--- config.mk ---
export PLATFORM = sky130hd
export DESIGN_NAME = second_tick_gen
export DESIGN_NICKNAME = d
export VERILOG_FILES = /design/src/rtl/second_tick_gen_pkg.sv /design/src/rtl/second_tick_gen_debounce.sv /design/src/rtl/second_tick_gen.sv
export SDC_FILE = /design/constraint.sdc
export NUM_CORES = 1
export LEC_CHECK = 0
export ABC_AREA = 1
export CAP_MARGIN = 20
export CORE_ASPECT_RATIO = 0.75
export CORE_MARGIN = 2
export CORE_UTILIZATION = 55
export CTS_CLUSTER_DIAMETER = 50
export DETAILED_ROUTE_END_ITERATION = 10
export PLACE_DENSITY = 0.8
export SLEW_MARGIN = 20
export SYNTH_ARGS = -nofsm -noshare
export SYNTH_HDL_FRONTEND = slang
export SYNTH_SLANG_ARGS = --single-unit
--- constraint.sdc ---
create_clock -name clock -period 4.4 [get_ports clock]
set_input_delay 0.44 -clock clock [delete_from_list [all_inputs] [get_ports clock]]
set_output_delay 0.44 -clock clock [all_outputs]
set_load 0.05 [all_outputs]
--- src/rtl/second_tick_gen_pkg.sv ---
// second_tick_gen_pkg: shared key FSM encoding, board clock rate and counter width helper
package second_tick_gen_pkg;
  localparam int unsigned CLK_HZ = 50_000_000;
  typedef enum logic [1:0] {IDLE = 2'd0, DELAY = 2'd1, REPEAT = 2'd2} key_state_t;
  function automatic int unsigned cw(input int unsigned n);
    return n < 2 ? 1 : $clog2(n);
  endfunction
endpackage

--- src/rtl/second_tick_gen_debounce.sv ---
// second_tick_gen_debounce: two-flop synchroniser plus stable-count debouncer for an active-low key
//   clock   in  board clock
//   reset_n in  asynchronous active-low reset
//   key_n   in  raw key, active low, asynchronous
//   pressed out debounced level, 1 = pressed
module second_tick_gen_debounce
  import second_tick_gen_pkg::*;
#(
  parameter int unsigned DEBOUNCE_CYC = 1_000_000
) (
  input  logic clock,
  input  logic reset_n,
  input  logic key_n,
  output logic pressed
);
  localparam int unsigned W = cw(DEBOUNCE_CYC);
  logic s1, s2;
  logic [W-1:0] cnt;
  // synchroniser resets to released so a key held through reset reads as a fresh press
  always_ff @(posedge clock or negedge reset_n)
    if (!reset_n) begin
      s1 <= 1'b1;
      s2 <= 1'b1;
      cnt <= '0;
      pressed <= 1'b0;
    end else begin
      s1 <= key_n;
      s2 <= s1;
      if (~s2 == pressed) cnt <= '0;
      else if (cnt == W'(DEBOUNCE_CYC - 1)) begin
        pressed <= ~pressed;
        cnt <= '0;
      end else cnt <= cnt + 1'b1;
    end
endmodule

--- src/rtl/second_tick_gen.sv ---
// second_tick_gen: 1 Hz prescaler plus debounced ADVANCE key with auto-repeat, merged into one increment pulse
//   clock       in  board clock
//   reset_n     in  asynchronous active-low reset
//   key_adv_n   in  raw ADVANCE key, active low
//   run_en      in  enables natural ticks; low clears the prescaler
//   tick_1hz    out one-cycle pulse every DIV_COUNT cycles
//   increment   out one-cycle pulse to the seconds counter
//   adjusting   out key FSM not idle
//   key_pressed out debounced key level
module second_tick_gen
  import second_tick_gen_pkg::*;
#(
  parameter int unsigned DIV_COUNT         = CLK_HZ,
  parameter int unsigned DEBOUNCE_CYC      = 1_000_000,
  parameter int unsigned REPEAT_DELAY_CYC  = 25_000_000,
  parameter int unsigned REPEAT_PERIOD_CYC = 5_000_000
) (
  input  logic clock,
  input  logic reset_n,
  input  logic key_adv_n,
  input  logic run_en,
  output logic tick_1hz,
  output logic increment,
  output logic adjusting,
  output logic key_pressed
);
  localparam int unsigned DW = cw(DIV_COUNT);
  localparam int unsigned HW = cw(REPEAT_DELAY_CYC > REPEAT_PERIOD_CYC ? REPEAT_DELAY_CYC : REPEAT_PERIOD_CYC);
  logic [DW-1:0] pcnt;
  logic [HW-1:0] hcnt, hcnt_n;
  key_state_t state, state_n;
  logic prev, manual, natural;
  second_tick_gen_debounce #(.DEBOUNCE_CYC(DEBOUNCE_CYC)) u_deb (
    .clock(clock),
    .reset_n(reset_n),
    .key_n(key_adv_n),
    .pressed(key_pressed)
  );
  always_ff @(posedge clock or negedge reset_n)
    if (!reset_n) begin
      pcnt <= '0;
      tick_1hz <= 1'b0;
    end else if (!run_en) begin
      pcnt <= '0;
      tick_1hz <= 1'b0;
    end else begin
      tick_1hz <= pcnt == DW'(DIV_COUNT - 1);
      pcnt <= pcnt == DW'(DIV_COUNT - 1) ? '0 : pcnt + 1'b1;
    end
  // the ~increment term keeps back-to-back sources from producing a two-cycle pulse
  always_ff @(posedge clock or negedge reset_n)
    if (!reset_n) begin
      state <= IDLE;
      hcnt <= '0;
      prev <= 1'b0;
      increment <= 1'b0;
    end else begin
      state <= state_n;
      hcnt <= hcnt_n;
      prev <= key_pressed;
      increment <= (manual | natural) & ~increment;
    end
  always_comb begin
    state_n = state;
    hcnt_n = hcnt + 1'b1;
    manual = 1'b0;
    case (state)
      IDLE: begin
        hcnt_n = '0;
        if (key_pressed & ~prev) begin
          manual = 1'b1;
          state_n = DELAY;
        end
      end
      DELAY:
        if (!key_pressed) state_n = IDLE;
        else if (hcnt == HW'(REPEAT_DELAY_CYC - 1)) begin
          manual = 1'b1;
          hcnt_n = '0;
          state_n = REPEAT;
        end
      REPEAT: begin
        if (hcnt == HW'(REPEAT_PERIOD_CYC - 1)) begin
          manual = 1'b1;
          hcnt_n = '0;
        end
        if (!key_pressed) state_n = IDLE;
      end
      default: state_n = IDLE;
    endcase
  end
  assign natural = tick_1hz & run_en & (state == IDLE);
  assign adjusting = state != IDLE;
endmodule
Word-level counts from Yosys, hierarchy flattened. Index checks and enable logic that the tools add are counted.

Flip-flop bits (word level): 79. Output and inout port bits: 4.

Add/subtract/negate cells: 3. Equality and inequality tests: 10. Multiplexer cells: 19. Bitwise gates (word level): 10. Reductions and logical operators: 4.

Operators with widths (count): 25-bit 2-to-1 mux (3); 25-bit one-hot mux with 3 select lines (1); 26-bit 2-to-1 mux (2); 20-bit 2-to-1 mux (2); 26-bit by 1-bit adder with 26-bit output, second input constant (1); 26-bit equality test, second input constant (1); 25-bit by 1-bit adder with 25-bit output, second input constant (1); 25-bit by 23-bit equality test with 1-bit output, second input constant (1); 25-bit equality test, second input constant (1); 20-bit by 1-bit adder with 20-bit output, second input constant (1); 20-bit equality test, second input constant (1); 2-bit 2-to-1 mux (4); 2-bit one-hot mux with 3 select lines (1); 1-bit 2-to-1 mux (5); 1-bit inverter (5); 1-bit AND (4); 2-bit inequality test, second input constant (2); 3-bit inequality test, second input constant (1); 1-bit one-hot mux with 3 select lines (1); 3-bit AND reduction (1); 2-bit by 1-bit equality test with 1-bit output, second input constant (1); 2-bit equality test, second input constant (1); 2-bit logical NOT (1); 2-bit AND reduction (1); 3 further kinds (3).

Logic depth before layout (Yosys ltp).
Depth after elaboration: 6. Gate-level depth with buffers: 9.

By module. Synthesis repeated with hierarchy kept, for this count alone.

Cell total of the unflattened synthesis: 636. Area, all modules: 4664.5 µm².

By module, submodules not included: second_tick_gen (times used 1, cells an instance 476, area an instance 3373.2 µm²); second_tick_gen_debounce (times used 1, cells an instance 160, area an instance 1291.2 µm²).

Worst setup path after synthesis. No wires, ideal clock.

Path type: register to register. From: register u_deb.cnt[0]. To: register u_deb.cnt[16]. Setup time: 122 ps. Data arrival time: 1414 ps. Data required time: 4278 ps. Slack: 2865 ps. Stages on the path, launching flop included: 7. Path buffers: 0. Cells stage by stage: dfrtp_1 ha_1 nand3_1 nor3b_1 nand4_1 nand2_2 nor2_1.

Longest elaborated chain between the ends: 3.

Ends and longest elaborated chain: start: declaration (RTL line second_tick_gen_debounce.sv:18) `logic [W-1:0] cnt;`; start signal: assignment (RTL line second_tick_gen_debounce.sv:33) `end else cnt <= cnt + 1'b1;`; 20-bit by 1-bit adder with 20-bit output or 20-bit equality test (tied branches) (RTL line second_tick_gen_debounce.sv:33, second_tick_gen_debounce.sv:30); 20-bit 2-to-1 mux * (RTL line second_tick_gen_debounce.sv:30) `else if (cnt == W'(DEBOUNCE_CYC - 1)) begin`; 20-bit 2-to-1 mux * (RTL line second_tick_gen_debounce.sv:29) `if (~s2 == pressed) cnt <= '0;`.

Mark *: on every way between the ends. The rest lies on a longest branch, timed or not. A chain may end at the register's enable or synchronous reset.

Final worst setup path.
From: register state[0]. To: output adjusting.

Longest elaborated chain between the ends: 1.

Ends and longest elaborated chain: start: declaration (RTL line second_tick_gen.sv:31) `key_state_t state, state_n;`; start signal: assignment (RTL line second_tick_gen.sv:58) `state <= state_n;`; 2-bit nonzero test (RTL line second_tick_gen.sv:93) `assign adjusting = state != IDLE;`; end: declaration (RTL line second_tick_gen.sv:24) `output logic adjusting,`.

Every way passes these cells.

==> reports/qor.txt <==
count of final setup violators -> 0
first-pass GRT wire length -> 16800 um
Power, Total -> 1.38 mW
worst stage delay on the critical path -> 0.82 ns
setup ws final -> 2.17 ns
# IOs -> 8
FILL cells -> 739
post-CTS setup buffers -> 0
DPL Wire Length -> 7310 um
Mapped Area -> 4500 sq um
TritonCTS clock tree -> yes
Vias -> 3841
maximum clock path buffer count -> 2
P_leak -> 2.02 nW
reg2reg path depth -> 6
synth cell count leaders -> 159 x nor2_1, 133 x nand2_1, 77 x dfrtp_1
met3 GRT Util -> 6.36%
port bufs -> 7
Worst Path Buf+Inv -> 2
min-delay worst type -> input pin to async pin
WP data required -> 3.96 ns
Area contributors post-synth -> dfrtp_1 43%, nor2_1 13%, nand2_1 11%
WS Path Type -> flop to output port
P&R area growth vs syn -> 8.61%
setup TNS -> 0 ns
initial antenna violation count -> 0
Core Area -> 7920 sq um
Die Wd -> 108 um
Post-synth EDFFs -> 0
Wirelength per Cell -> 13.5 um
main flop type after synthesis -> dfrtp_1
Slew Viols, Final -> 0
syn_nets -> 621
TritonRoute pass-1 iters -> 5
layer with the highest usage -> met2
sequential element share of the synthesized area -> 43.9%
CTS clk-pin slew, worst paths -> 0.09 ns
flop-to-flop setup slack -> 2.53 ns
crit-path leading delay family -> buffers and inverters
Tmin final -> 2.23 ns
synthesized netlist cell count -> 614
Slowest-stage cell, CP -> clkdlybuf4s50_1
n_diodes -> 0
Hold Fails Final Rpt -> 0
final wirelength -> 9940 um
Ys Warns -> 0
most frequent cell after synthesis -> nor2_1
H-Tree Depth -> 3
die boundary height -> 82.4 um
clock latency on the worst-skew pair -> 0.37 ns
CTS Buf Count -> 9
# rows -> 28
achievable clock frequency -> 0.448 GHz
pre-CTS setup slack -> 2.48 ns
Mapped Avg Cell Area -> 7.34 sq um
clock skew -> 0.0126 ns
share of flip-flops with an asynchronous set or reset -> 100%
DRC viols -> 0
DRT iter0 DRCs -> 258
status -> completed
slew margin rel. -> 54.0%
post-route ant nets -> 0
crit-path cells -> nor2_1, inv_1, clkdlybuf4s50_1
cts hold-fix bufs -> 0
Yosys top cell area share -> 42.8%
P per Cell Area -> 283 nW/um^2
fin crit share -> 50.7%
vias per cell -> 5.20
Final Core Density -> 61.8%
Reg2Reg Launch Point -> u_deb.cnt[0]
Max Fanout on Critical Path -> 4
largest net degree at the start of global routing -> 80
Synth cell types -> 28
Final Net Count -> 635
met1 usage -> 35.2%
Worst-Margin Slew -> 0.690 ns
vias in the first global route -> 3517
Sink Count -> 79
initial core utilization -> 56.9%
die area -> 8940 sq um
Tot GR Track Use -> 24.5%
met2 usage -> 36.9%
max_cap viols -> 0
Yosys top cell by area -> dfrtp_1
Setup crit end kind -> output port
worst r2r dst -> u_deb.cnt[3]
CTS root buf -> clkbuf_8
Yosys reg bits -> 79
post-CTS resize count -> 0
Final GP Congestion -> 0.981
startpoint types -> flop
global route overflow -> 0
CP arrival -> 1.79 ns
RSZ-0062 raised after global routing -> no
Peak VDD IR -> 0.240 mV
layout cells sized above 1 -> 5.37%
## flip-flops by register name (all words and copies together) (netlist names)
signal	count
pcnt	26
hcnt	25
u_deb.cnt	20
state	2
increment	1
prev	1
tick_1hz	1
u_deb.pressed	1
u_deb.s1	1
u_deb.s2	1
## report_power, final
part	internal, mW	switching [mW]	leakage, nW
logic	0.00768	0.0264	0.820
clock network	0.335	0.276	0.110
registers	0.731	0.00517	1.09
## worst max-delay path by stage
| stage | from | end | slack (ns) | depth (start not counted) |
|---|---|---|---|---|
| after detailed placement | run_en | pcnt[8] | 2.48 | 3 |
| after global routing | state[0] | adjusting | 2.10 | 3 |
| after floorplan | u_deb.cnt[0] | u_deb.cnt[16] | 2.86 | 6 |
| after global placement | run_en | pcnt[8] | 2.57 | 3 |
| after CTS | state[0] | adjusting | 2.17 | 3 |
| final | state[0] | adjusting | 2.17 | 3 |
## metrics by stage
| step | area [sq um] | cells | hold WS [ns] |
|---|---|---|---|
| 6_report | 4890 | 738 | 0.0928 |
| 5_1_grt | 4890 | 738 | 0.152 |
| 4_1_cts | 4890 | 738 | 0.265 |
| 3_5_place_dp | 4670 | 722 | 0.355 |
| 3_3_place_gp | 4670 | 722 | 0.354 |
| 2_1_floorplan | 4500 | 614 | 0.144 |
## layout make-up
type / instances / area (sq um) / share of cell area, %
Sequential cell: 79 / 1980 / 40.5
Clock buffer: 11 / 141 / 2.89
Tap cell: 105 / 131 / 2.69
Inverter: 75 / 282 / 5.75
Clock inverter: 5 / 81.3 / 1.66
Timing Repair Buffer: 7 / 71.3 / 1.46
Multi-Input combinational cell: 456 / 2210 / 45.1
## layer usage
layer / vias to the layer above / routed length (um)
met5: - / 0
met4: 0 / 132
met3: 13 / 695
met2: 116 / 4210
met1: 1774 / 4900
li1: 1938 / -
## logic make-up after synthesis
kind of cell | count (synthesis) | share of synthesized area [%]
AND/OR/NAND/NOR | 398 | 38.1
buffers and inverters | 79 | 7.08
XOR/XNOR | 47 | 9.14
AO/OA/AOI/OAI | 8 | 0.944
adder cells (fa/ha/maj) | 3 | 0.833
flip-flops | 79 | 43.9
## layout by cell type (no fill, tap or decap), types with 3 or more instances in the layout
cell type,Yosys,final
nand3_2,3,3
clkbuf_8,0,10
nand2_2,3,3
nor2_2,4,4
dfrtp_1,77,77
inv_1,73,73
nand4_1,13,13
nor2_1,159,159
o21ai_0,5,5
nor3_1,26,26
nor3b_1,4,4
clkdlybuf4s50_1,0,6
ha_1,3,3
xnor2_1,9,9
nand2_1,133,133
xor2_1,38,38
nand3_1,45,45
(Power assumes the default switching activity.)
